**config.mk**
```make
export PLATFORM = sky130hd
export DESIGN_NAME = add_arbiter
export DESIGN_NICKNAME = d
export VERILOG_FILES = /design/src/rtl/add_arb_pkg.sv /design/src/rtl/add_arbiter_rr_pick.sv /design/src/rtl/add_arbiter.sv
export SDC_FILE = /design/constraint.sdc
export NUM_CORES = 1
export LEC_CHECK = 0
export CAP_MARGIN = 20
export CELL_PAD_IN_SITES_DETAIL_PLACEMENT = 1
export CELL_PAD_IN_SITES_GLOBAL_PLACEMENT = 2
export CORE_MARGIN = 4
export CORE_UTILIZATION = 23
export CTS_BUF_LIST = sky130_fd_sc_hd__clkbuf_4 sky130_fd_sc_hd__clkbuf_8
export CTS_CLUSTER_DIAMETER = 120
export CTS_CLUSTER_SIZE = 30
export DETAILED_ROUTE_END_ITERATION = 7
export PLACE_DENSITY_LB_ADDON = 0.25
export SETUP_SLACK_MARGIN = 0.05
export SKIP_CTS_REPAIR_TIMING = 1
export SLEW_MARGIN = 20
export SYNTH_ARGS = -nofsm -noshare
export SYNTH_HDL_FRONTEND = slang
export SYNTH_SLANG_ARGS = --single-unit
```
**constraint.sdc**
```tcl
create_clock -name clk -period 14.6 [get_ports clk]
set_clock_uncertainty 0.15 [all_clocks]
set_input_delay 3.65 -clock clk [delete_from_list [all_inputs] [get_ports clk]]
set_output_delay 3.65 -clock clk [all_outputs]
set_load 0.005 [all_outputs]
```
**src/rtl/add_arb_pkg.sv**
```systemverilog
// ============================================================================
//  Module      : add_arb_pkg
//  Description : Shared types and default constants for the add_arbiter
//                slice: FSM state encoding and default build parameters.
//  Revision    : 1.0 - initial release
// ============================================================================
`default_nettype none

package add_arb_pkg;

    // Default build parameters
    localparam int c_N_REQ   = 4;
    localparam int c_W       = 8;
    localparam int c_ADD_LAT = 1;

    // Arbiter FSM states
    typedef enum logic [1:0] {
        IDLE = 2'd0,
        BUSY = 2'd1,
        RESP = 2'd2
    } state_t;

endpackage : add_arb_pkg

`default_nettype wire

```
**src/rtl/add_arbiter_rr_pick.sv**
```systemverilog
// ============================================================================
//  Module      : rr_pick
//  Description : Combinational round-robin picker. Searches req starting at
//                ptr and moving upward with wrap; the first set bit wins.
//  Ports       : req     - request vector
//                ptr     - requester index with highest priority
//                any_req - at least one request bit set
//                winner  - index of the selected requester
//  Revision    : 1.0 - initial release
// ============================================================================
`default_nettype none

module rr_pick
    import add_arb_pkg::*;
#(
    parameter int N_REQ = c_N_REQ,
    parameter int ID_W  = $clog2(c_N_REQ)
) (
    input  logic [N_REQ-1:0] req,
    input  logic [ID_W-1:0]  ptr,
    output logic             any_req,
    output logic [ID_W-1:0]  winner
);

    // One extra bit so j + N_REQ - ptr never overflows
    localparam int c_OFF_W = ID_W + 1;

    logic [c_OFF_W-1:0] w_off;
    logic [c_OFF_W-1:0] w_best;
    logic [c_OFF_W-1:0] w_j;
    logic [c_OFF_W-1:0] w_p;

    // Each requester's distance from ptr (modulo N_REQ); the smallest
    // distance among active requesters is the round-robin winner.
    always_comb begin
        any_req = |req;
        winner  = '0;
        w_best  = '1;
        w_off   = '0;
        w_j     = '0;
        w_p     = {1'b0, ptr};
        for (int j = 0; j < N_REQ; j++) begin
            w_j = c_OFF_W'(j);
            if (w_j >= w_p) begin
                w_off = w_j - w_p;
            end else begin
                w_off = w_j + c_OFF_W'(N_REQ) - w_p;
            end
            if (req[j] && (w_off < w_best)) begin
                w_best = w_off;
                winner = ID_W'(j);
            end
        end
    end

endmodule : rr_pick

`default_nettype wire

```
**src/rtl/add_arbiter.sv**
```systemverilog
// ============================================================================
//  Module      : add_arbiter
//  Description : Shares one external registered adder between N_REQ
//                requesters. A round-robin winner's operands are latched onto
//                add_a/add_b, the adder latency is waited out, and the sum is
//                returned with a one-cycle ack/rsp_valid pulse.
//  Ports       : clk, reset         - clock, synchronous active-high reset
//                req, op_a, op_b    - per-requester request and packed operands
//                ack                - one-hot, one-cycle pulse to served requester
//                rsp_valid/id/data  - response, valid with ack
//                add_a, add_b       - operands to the external adder
//                add_c              - external adder result
//                busy               - high whenever not IDLE
//  Revision    : 1.0 - initial release
// ============================================================================
`default_nettype none

module add_arbiter
    import add_arb_pkg::*;
#(
    parameter int N_REQ   = c_N_REQ,
    parameter int W       = c_W,
    parameter int ADD_LAT = c_ADD_LAT,
    localparam int ID_W   = $clog2(N_REQ)
) (
    input  logic               clk,
    input  logic               reset,
    input  logic [N_REQ-1:0]   req,
    input  logic [N_REQ*W-1:0] op_a,
    input  logic [N_REQ*W-1:0] op_b,
    output logic [N_REQ-1:0]   ack,
    output logic               rsp_valid,
    output logic [ID_W-1:0]    rsp_id,
    output logic [W-1:0]       rsp_data,
    output logic [W-1:0]       add_a,
    output logic [W-1:0]       add_b,
    input  logic [W-1:0]       add_c,
    output logic               busy
);

    localparam int c_CNT_W = $clog2(ADD_LAT + 1);

    state_t             r_state;
    logic [ID_W-1:0]    r_ptr;
    logic [ID_W-1:0]    r_gnt_id;
    logic [c_CNT_W-1:0] r_cnt;
    logic [N_REQ-1:0]   r_ack;
    logic               r_rsp_valid;
    logic [ID_W-1:0]    r_rsp_id;
    logic [W-1:0]       r_rsp_data;
    logic [W-1:0]       r_add_a;
    logic [W-1:0]       r_add_b;
    logic               r_busy;

    logic               w_any;
    logic [ID_W-1:0]    w_win;
    logic [W-1:0]       w_sel_a;
    logic [W-1:0]       w_sel_b;
    logic [ID_W-1:0]    w_ptr_next;

    rr_pick #(
        .N_REQ   (N_REQ),
        .ID_W    (ID_W)
    ) u_rr_pick (
        .req     (req),
        .ptr     (r_ptr),
        .any_req (w_any),
        .winner  (w_win)
    );

    // Operand slice mux for the current winner
    always_comb begin
        w_sel_a = '0;
        w_sel_b = '0;
        for (int j = 0; j < N_REQ; j++) begin
            if (w_win == ID_W'(j)) begin
                w_sel_a = op_a[j*W +: W];
                w_sel_b = op_b[j*W +: W];
            end
        end
    end

    // Priority moves to the requester just after the one served
    assign w_ptr_next = (r_gnt_id == ID_W'(N_REQ - 1)) ? '0 : r_gnt_id + 1'b1;

    always_ff @(posedge clk) begin
        if (reset) begin
            r_state     <= IDLE;
            r_ptr       <= '0;
            r_gnt_id    <= '0;
            r_cnt       <= '0;
            r_ack       <= '0;
            r_rsp_valid <= 1'b0;
            r_rsp_id    <= '0;
            r_rsp_data  <= '0;
            r_add_a     <= '0;
            r_add_b     <= '0;
            r_busy      <= 1'b0;
        end else begin
            // Response pulses last exactly one cycle
            r_ack       <= '0;
            r_rsp_valid <= 1'b0;
            unique case (r_state)
                IDLE: begin
                    if (w_any) begin
                        r_add_a  <= w_sel_a;
                        r_add_b  <= w_sel_b;
                        r_gnt_id <= w_win;
                        r_cnt    <= c_CNT_W'(ADD_LAT);
                        r_state  <= BUSY;
                        r_busy   <= 1'b1;
                    end
                end
                BUSY: begin
                    // cnt reaching zero means add_c now reflects add_a/add_b
                    if (r_cnt != '0) begin
                        r_cnt <= r_cnt - 1'b1;
                    end else begin
                        r_rsp_data  <= add_c;
                        r_rsp_id    <= r_gnt_id;
                        r_rsp_valid <= 1'b1;
                        r_ack       <= N_REQ'(1) << r_gnt_id;
                        r_state     <= RESP;
                    end
                end
                RESP: begin
                    r_ptr   <= w_ptr_next;
                    r_state <= IDLE;
                    r_busy  <= 1'b0;
                end
                default: begin
                    r_state <= IDLE;
                    r_busy  <= 1'b0;
                end
            endcase
        end
    end

    assign ack       = r_ack;
    assign rsp_valid = r_rsp_valid;
    assign rsp_id    = r_rsp_id;
    assign rsp_data  = r_rsp_data;
    assign add_a     = r_add_a;
    assign add_b     = r_add_b;
    assign busy      = r_busy;

endmodule : add_arbiter

`default_nettype wire
```
### After elaboration in Yosys (flattened, before gate mapping)

Index checks and enable logic that the tools add are counted.
W data, S select, Z words.

| storage, ports and cells | value |
|---|---|
| output and inout port bits | 32 |
| bits of input ports | 78 |
| word-level logic and storage cells | 79 |
| bits in registers | 39 |

| operators by class | value |
|---|---|
| equal/unequal tests | 8 |
| bitwise logic cells | 2 |
| magnitude comparators | 7 |
| reductions and logical operators | 15 |
| shifts and indexed selects | 1 |
| multiplexer cells | 26 |
| add/sub/neg operators | 9 |

Operators by type and width:

| kind | count |
|---|---|
| $mux W8 | 8 |
| $mux W3 | 6 |
| $mux W2 | 5 |
| $reduce_and A2 Y1 | 5 |
| $lt A3 B3 Y1 | 3 |
| $sub A3 B2 Y3 const A | 3 |
| $eq A2 B2 Y1 const B | 4 |
| $sub A1 B2 Y3 const A | 2 |
| $sub A2 B2 Y3 const A | 2 |
| $eq A2 B1 Y1 const B | 2 |
| $ge A1 B2 Y1 const A | 2 |
| $logic_and A1 B1 Y1 | 4 |
| $logic_not A2 Y1 | 2 |
| $mux W1 | 4 |
| $pmux W1 S2 | 2 |
| $pmux W2 S2 | 1 |
| $reduce_or A4 Y1 | 1 |
| $shl A1 B2 Y4 const A | 1 |
| $lt A3 B3 Y1 const B | 1 |
| $reduce_or A3 Y1 | 1 |
| $add A2 B1 Y2 const B | 1 |
| $ge A2 B2 Y1 const A | 1 |
| $ne A2 B1 Y1 const B | 1 |
| $ne A2 B2 Y1 const B | 1 |
| other kinds (4) | 5 |

### Logic depth before layout (Yosys ltp)

Gate-level depths: netlist (run 1).

| depth | value |
|---|---|
| depth in word-level cells | 19 |
| gate-level depth with buffers | 21 |
| depth with buffers taken out | 19 |

### Modules after synthesis

Synthesis (run 1) repeated with hierarchy kept, for this count alone.

| unflattened totals | value |
|---|---|
| cell total of the unflattened synthesis | 173 |
| area total of the unflattened synthesis | 2,082.0 sq um |

By module, submodules not included:

| module | sequential area each (sq um) | area an instance (sq um) | cells an instance | times used |
|---|---|---|---|---|
| add_arbiter | 780.7 | 1,767.9 | 133 | 1 |
| rr_pick | 0.0 | 314.1 | 40 | 1 |

### Least setup slack after synthesis (run 1)

Ideal clock, no wire load.

| path | value |
|---|---|
| kind | input -> register |
| from | input port req[0] |
| to | register r_add_a[0] (netlist: add_a[0]) |
| arrival | 7.349 ns |
| setup time | 0.064 ns |
| path buffers | 2 |
| stages on the path | 17 |
| setup slack | 7.037 ns |
| data required time | 14.386 ns |
| path through | ha_1 -> nand2b_4 -> o21ai_0 -> nand2b_1 -> clkbuf_1 -> o21ai_0 -> ha_1 -> o211ai_1 -> o211ai_2 -> mux2_2 -> ha_1 -> a21boi_0 -> a221o_1 -> and3_4 -> buf_6 -> a311o_1 -> nor2_1 |

| between the ends | value |
|---|---|
| cells in the longest elaborated chain, start to end | 16 |
| elaborated cells between the ends (all ways) | 23 |
| those cells by class | order compare (3); eq/ne (3); mux (10); reduce/logical (7) |

Ends and longest elaborated chain:

| element | RTL line | text |
|---|---|---|
| from (decl) | add_arbiter.sv:28 | `input logic [N_REQ-1:0] req,` |
| $logic_and A1 B1 Y1 | add_arbiter_rr_pick.sv:49 | `if (req[j] && (w_off < w_best)) begin` |
| $mux W3 | add_arbiter_rr_pick.sv:49 |  |
| $lt A3 B3 Y1 | add_arbiter_rr_pick.sv:49 |  |
| $logic_and A1 B1 Y1 | add_arbiter_rr_pick.sv:49 |  |
| $mux W3 | add_arbiter_rr_pick.sv:49 |  |
| $lt A3 B3 Y1 | add_arbiter_rr_pick.sv:49 |  |
| $logic_and A1 B1 Y1 | add_arbiter_rr_pick.sv:49 |  |
| $mux W3 | add_arbiter_rr_pick.sv:49 |  |
| $lt A3 B3 Y1 | add_arbiter_rr_pick.sv:49 |  |
| $logic_and A1 B1 Y1 | add_arbiter_rr_pick.sv:49 |  |
| $mux W2 | add_arbiter_rr_pick.sv:49 |  |
| $logic_not A2 Y1 | add_arbiter.sv:76 | `if (w_win == ID_W'(j)) begin` |
| $mux W8 (4 in series) | add_arbiter.sv:76 |  |
| to (signal assigned) | add_arbiter.sv:106 | `r_add_a <= w_sel_a;` |
| to (decl) | add_arbiter.sv:51 | `logic [W-1:0] r_add_a;` |

Several ways; a longest one is shown, not always the timed one.
A chain may end at the register's enable or synchronous reset.

### Final worst setup path (run 1)

| path | value |
|---|---|
| from | input port req[0] |
| to | register r_add_a[6] (netlist: add_a[6]) |

The elaborated chain is that of the path after synthesis.

==> metrics.md, run 1 <==
| Metric | Value |
|---|---|
| Hold path startpoint | `rsp_id[1]` |
| Flops & latches, synth | `39` |
| Largest family of logic cells by synthesized area | `simple AND/OR/NAND/NOR gates` |
| WL/cell | `16.2 um` |
| Most common cell after layout, fill and taps aside | `clkdlybuf4s50_1` |
| Worst Setup Path Type | `in -> reg` |
| Initial cell density of the core | `around a quarter` |
| Max stage delay on crit path | `between 0.5 and 0.6 ns` |
| Status | `completed` |
| Crit path time final | `8.72 ns` |
| GRT overflow | `0` |
| Mapped Cells | `272` |
| Gr usage total | `14.5%` |
| Cell leakage power | `between 1 and 1.5 nW` |
| CTS tree | `done` |
| Final Cycle Share | `59.7%` |
| Syn Area/Cell | `7.82 sq um` |
| Worst reg2reg path depth | `17` |
| Sequential cell area | `~780 sq um` |
| FFs w/ async S/R, synth | `0%` |
| # IOs | `between 100 and 150` |
| 1st-iter DRT viols | `103` |
| Crit path capture type | `register` |
| Number of synthesized flops with an enable pin | `0` |
| Slew margin rel. | `46.1%` |
| Filler instances | `1067` |
| Global-route wire length before repair | `roughly 13000 um` |
| Crit-path cells | `clkdlybuf4s50_1 > ha_1 > nand2b_4 > o21ai_0 > nand2b_1 > o21ai_0 > ha_1 > o211ai_1 > o211ai_2 > mux2_2 > ha_1 > a21boi_0 > a221o_1 > o22a_1 > o221a_2` |
| Synth-to-layout area growth | `61.2%` |
| Req. time, crit path | `14.63 ns` |
| Hold Path Class | `reg -> reg` |
| Port Buf Inserts | `109` |
| Synth warn | `0` |
| Clk sinks | `39` |
| Final #Nets | `460` |
| Clk_lat worst skew | `between 0.2 and 0.3 ns` |
| Num CTS Buffers | `5` |
| Commonest cells after routing, fill and taps aside | `clkdlybuf4s50_1 (109), nand2_1 (51), nor2_1 (43)` |
| Max Cap Viol | `0` |
| Simple-gate share of the synthesized area | `28.6%` |
| Compound-Gate Fraction of Synth Area | `22.3%` |
| Vias per inst | `4.84` |
| Total wire length | `7840 um` |
| CP delay by family, top | `compound AO/OA/AOI/OAI gates` |
| Post-route setup slack | `approximately 5.9 ns` |
| Synthesized area | `between 2000 and 2500 sq um` |
| Layout cell share with drive strength beyond 1 | `5.33%` |
| DRC viols | `0` |
| Pin count of the biggest net entering global routing | `39` |
| Critical Path AT | `8.75 ns` |
| Worst reg-to-reg setup slack | `8.86 ns` |
| Setup_tns | `0 ns` |
| Post-layout util | `38.7%` |
| Final slew viol count | `0` |
| Bufs and invs on worst path | `1` |
| Synth Area in XOR/XNOR | `0%` |
| Setup Viol. Count Final | `0` |
| Slowest-stage cell, CP | `clkdlybuf4s50_1` |
| Initial antenna violation count | `0` |
| Fmax | `115 MHz` |
| Maximum vdd drop | `around 0.037 mV` |
| Crit. Startpoint | `req[0]` |
| Rows | `34` |
| Worst-path clk slew | `0.08 ns` |
| Vias in the first global route | `2488` |
| Post-synthesis mux area share | `under 10%` |
| Post-Syn Nets | `358` |
| Actual slew at the worst max-slew pin | `0.808 ns` |
| Footprint of the multi-input gates | `1250 sq um` |
| H-Tree Depth | `2` |
| Hold Path End | `rsp_id[1]` |
| Post-Place Setup Slack | `5.55 ns` |
| Top FF cell, synth | `dfxtp_1` |
| Drt pass-1 iters | `4` |
| Clk root buf | `clkbuf_8` |
| ANT nets after route | `0` |
| Adder-cell share of the synthesized area | `4.71%` |
| Die Wd | `104 um` |
| Cell mode on critical path | `ha_1` |
| Die area | `between 10000 and 15000 sq um` |
| Die Height | `104 um` |
| Final Instance Count excl. Fillers | `483` |
| Library cells used by synthesis | `43` |
| Clk buf depth | `2` |
| DP Cell Count | `475` |
| Sequential share of the synthesized area | `36.7%` |
| Critical R2R Launch | `r_ptr[1]` |
| Crit-path max FO | `14` |
| Detailed placer's ending HPWL | `5950 um` |
| Ant. Diodes | `0` |
| Core Footprint | `8850 sq um` |
| Hold path depth | `2` |
| DR vias | `~2300` |
| Critical R2R Capture | `add_a[6]` |
| Critical Path Source Type | `input pin` |
| RePlAce Congestion | `0.724` |
| P per Cell Area | `roughly 100 nW/um^2` |
| Final hold vios | `0` |
| Unrepaired setup endpoints after global routing | `no` |
==> sequential cells by signal, summed over array words and instances, names as in the netlist, 2 cells and up <==
name	flops
add_b	8
r_ptr	2
rsp_id	2
r_gnt_id	2
rsp_data	8
ack	4
r_state	2
add_a	8
==> final cells by class <==
cell class	instances	share of cell area, %
multi-input combinational	212	36.5
timing repair buffer	111	32.3
sequential	39	22.8
tap	108	3.94
clock buffer	6	2.23
clock inverter	2	1.75
inverter	5	0.547
==> tightest hold or removal path: stages, from the launching register on <==
cell and delay, ns:
dfxtp_1 0.32, nand2_1 0.05, a21oi_1 0.05
==> routing by layer <==
layer  wire length (um)  track usage (%)  up-vias
li1                   -                -     1177
met1               3370             17.0     1082
met2               3720             25.3       76
met3                707             5.90        4
met4                 48             2.28        0
met5                  0                0        -
==> Yosys cell counts (3+ instances only) <==
library cell	instances	area (sq um)
nand2_1	51	191
nor2_1	43	161
dfxtp_1	39	781
a21oi_1	16	80.1
clkbuf_1	11	41.3
a311o_1	10	100
o22ai_1	10	62.6
ha_1	8	100
nor3_1	7	35.0
nand3_1	6	30.0
o21ai_0	6	30.0
inv_1	5	18.8
nand2b_1	5	31.3
mux2i_1	4	40.0
nor2b_1	4	25.0
and2_1	3	18.8
and3_1	3	18.8
o211ai_1	3	22.5
o221a_2	3	33.8
==> where the power goes <==
part / switching, mW / internal (mW) / leakage, nW
registers: 0.00921 / 0.119 / 0.321
clock network: 0.0404 / 0.0703 / 0.0688
logic: 0.0512 / 0.0629 / 0.926
==> worst max path at each step <==
stage                          end  slack [ns]  cells after the start
after floorplan           add_a[0]        7.04                     17
after global placement    add_a[6]        5.79                     15
after detailed placement  add_a[6]        5.55                     15
after CTS                 add_a[6]        5.83                     15
after global routing      add_b[4]        5.41                     17
final                     add_a[6]        5.88                     15
==> metrics by stage <==
step / instance area (sq um) / hold WS [ns] / total power [mW]
5_1_grt: 3430 / 0.332 / 0.378
6_report: 3430 / 0.309 / 0.353
2_1_floorplan: 2130 / 0.303 / 0.188
3_5_place_dp: 3290 / 0.298 / 0.247
3_3_place_gp: 3290 / 0.293 / 0.246
4_1_cts: 3430 / 0.310 / 0.359
==> kinds of logic (layout without fill, tap and decap cells) <==
family          Yosys count  count (layout)
mux                       6               6
compound gates           64              64
flops                    39              39
fa+ha+maj                 8               8
buf+inv                  21             124
simple gates            134             134
Power figures use the tool's default switching activity.
==> inputs of run 2 (changes only) <==
--- a/config.mk
+++ b/config.mk
@@ -9,7 +9,7 @@
 export CELL_PAD_IN_SITES_DETAIL_PLACEMENT = 1
 export CELL_PAD_IN_SITES_GLOBAL_PLACEMENT = 2
 export CORE_MARGIN = 4
-export CORE_UTILIZATION = 23
+export CORE_UTILIZATION = 19
 export CTS_BUF_LIST = sky130_fd_sc_hd__clkbuf_4 sky130_fd_sc_hd__clkbuf_8
 export CTS_CLUSTER_DIAMETER = 120
 export CTS_CLUSTER_SIZE = 30
==> constraint.sdc (replaced) <==
create_clock -name clk -period 7.65 [get_ports clk]
set_clock_uncertainty 0.15 [all_clocks]
set_input_delay 1.9125 -clock clk [delete_from_list [all_inputs] [get_ports clk]]
set_output_delay 1.9125 -clock clk [all_outputs]
set_load 0.005 [all_outputs]
==> run 2 against run 1 <==
Largest power group unchanged; sequential cell count is the same; global-route usage shrank 1.7 points; count of clock-buffer cells in the layout shrank 1; largest cell class unchanged; design area is the same; routed wire length grew 4.8%; core utilization shrank 7.3 points; non-clock buffer count grew 1; critical path depth grew 2; via count grew 0.43%.
==> metrics.md, run 2 (synthesis gave the netlist of run 1 again) <==
| Metric | Value |
|---|---|
| H-Tree Depth | `2` |
| Clk sinks | `39` |
| Worst Setup Path Type | `in -> reg` |
| Crit path time final | `6.78 ns` |
| Hold WS | `~0.31 ns` |
| Synth-to-layout area growth | `61.2%` |
| Final Instance Count excl. Fillers | `just over 500` |
| DRC viols | `0` |
| Global-route wire length before repair | `13300 um` |
| Clk_lat worst skew | `0.29 ns` |
| Ant. Diodes | `0` |
| Die area | `approximately 13000 sq um` |
| Fmax | `148 MHz` |
| Num CTS Buffers | `5` |
| Setup_tns | `0 ns` |
| Setup Viol. Count Final | `0` |
| Post-Place Setup Slack | `0.554 ns` |
| ANT nets after route | `0` |
| Vias in the first global route | `2603` |
| Unrepaired setup endpoints after global routing | `no` |
| Post-route setup slack | `approximately 0.87 ns` |
| Final hold vios | `0` |
| CP delay by family, top | `compound AO/OA/AOI/OAI gates` |
| DR vias | `2349` |
| DP Cell Count | `508` |
| Cell mode on critical path | `ha_1` |
| Most common cell after layout, fill and taps aside | `clkdlybuf4s50_1` |
| Worst-path clk slew | `0.08 ns` |
| Initial cell density of the core | `19.5%` |
| 1st-iter DRT viols | `32` |
| Port Buf Inserts | `around 110` |
| Pin count of the biggest net entering global routing | `39` |
| Hold Path Class | `reg -> reg` |
| Commonest cells after routing, fill and taps aside | `clkdlybuf4s50_1 (109), nand2_1 (51), nor2_1 (43)` |
| Layout cell share with drive strength beyond 1 | `around 5.6%` |
| Critical Path AT | `6.81 ns` |
| Overall power | `0.607 mW` |
| Total wire length | `8220 um` |
| Req. time, crit path | `slightly below 8 ns` |
| Final Cycle Share | `88.6%` |
| Crit-path max FO | `14` |
| WL/cell | `15.9 um` |
| Maximum vdd drop | `0.0600 mV` |
| Rows | `38` |
| RePlAce Congestion | `roughly 0.72` |
| P per Cell Area | `177 nW/um^2` |
| Max stage delay on crit path | `0.60 ns` |
| Clk root buf | `clkbuf_8` |
| Slew margin rel. | `37.1%` |
| Drt pass-1 iters | `4` |
| Die Height | `between 100 and 150 um` |
| Bufs and invs on worst path | `2` |
| Die Wd | `114 um` |
| Slowest-stage cell, CP | `clkdlybuf4s50_1` |
| GRT overflow | `0` |
| Actual slew at the worst max-slew pin | `0.936 ns` |
| CTS tree | `done` |
| Final slew viol count | `0` |
| Clk buf depth | `2` |
| Detailed placer's ending HPWL | `roughly 6300 um` |
| Max Cap Viol | `0` |
| Vias per inst | `4.55` |
| Final #Nets | `461` |
| Gr usage total | `between 10% and 20%` |
| Crit-path cells | `clkdlybuf4s50_1 > ha_1 > nor2b_1 > o21ai_0 > nand2b_1 > buf_4 > nand3_1 > o21ai_0 > ha_1 > o211ai_1 > o211ai_2 > mux2_2 > ha_1 > a21boi_0 > a221o_1 > o22a_1 > o221a_2` |
| # IOs | `110` |
| Cell leakage power | `~1.3 nW` |
| Critical Path Source Type | `input pin` |
| Status | `completed` |
| Crit path capture type | `register` |
| Core Footprint | `10900 sq um` |
| Initial antenna violation count | `0` |
## run 2: cell types whose count changed in the layout (fill, tap and decap cells not counted)
cell | before | now
buf_4 | 2 | 3
bufinv_16 | 2 | 0
clkinv_2 | 0 | 1
clkbuf_4 | 1 | 0
clkinvlp_4 | 0 | 2
## run 2: metrics by stage
stage,util [%],area (sq um)
CTS,31.5,3430
global route,31.5,3430
finish,31.5,3430
floorplan,-,2130
global placement,30.7,3340
detailed placement,30.7,3340
## run 2: path summary, 6_finish.rpt
check / from / end / slack (ns) / cells past startpoint
worst min-delay path: rsp_data[6] / rsp_data[6] / 0.31 / 2
worst max register to register: r_ptr[1] / add_a[6] / 2.14 / 19
worst min register to register: rsp_data[6] / rsp_data[6] / 0.31 / 2
worst max-delay path: req[0] / add_a[6] / 0.87 / 17
## run 2: where the power goes
part           internal [mW]  switching [mW]  total, mW
Combinational          0.121          0.0995      0.220
Sequential             0.228          0.0184      0.246
Clock                 0.0635          0.0771      0.141
Total                  0.412           0.195      0.607
## run 2: worst register-to-register path: cells and delay by family (launching register included)
kind,cells,cell delay [ns]
AND/OR/NAND/NOR,4,0.71
AO/OA/AOI/OAI,8,2.27
adder cells (fa/ha/maj),4,1.01
multiplexers,1,0.39
flip-flops,1,0.54
buffers and inverters,2,0.33
## run 2: routing by layer
layer	global-route usage, %	wire length [um]	vias to the layer above
li1	-	-	1175
met5	0	0	-
met2	22.5	4070	63
met3	3.61	520	2
met4	2.38	29	0
met1	15.8	3600	1109
## run 2: final cells by class
type                       instances  area, sq um
fill                            1309         7460
multi-input combinational        212         1250
timing repair buffer             112         1110
sequential                        39          781
tap                              140          175
clock buffer                       5         68.8
clock inverter                     3         20.0
inverter                           5         18.8
==> inputs of run 3 (changes only) <==
--- a/config.mk
+++ b/config.mk
@@ -12,7 +12,7 @@
 export CORE_UTILIZATION = 19
 export CTS_BUF_LIST = sky130_fd_sc_hd__clkbuf_4 sky130_fd_sc_hd__clkbuf_8
 export CTS_CLUSTER_DIAMETER = 120
-export CTS_CLUSTER_SIZE = 30
+export CTS_CLUSTER_SIZE = 28
 export DETAILED_ROUTE_END_ITERATION = 7
 export PLACE_DENSITY_LB_ADDON = 0.25
 export SETUP_SLACK_MARGIN = 0.05
==> results of run 3 <==
No change in the layout: final DEF, timing and power equal those of run 2.
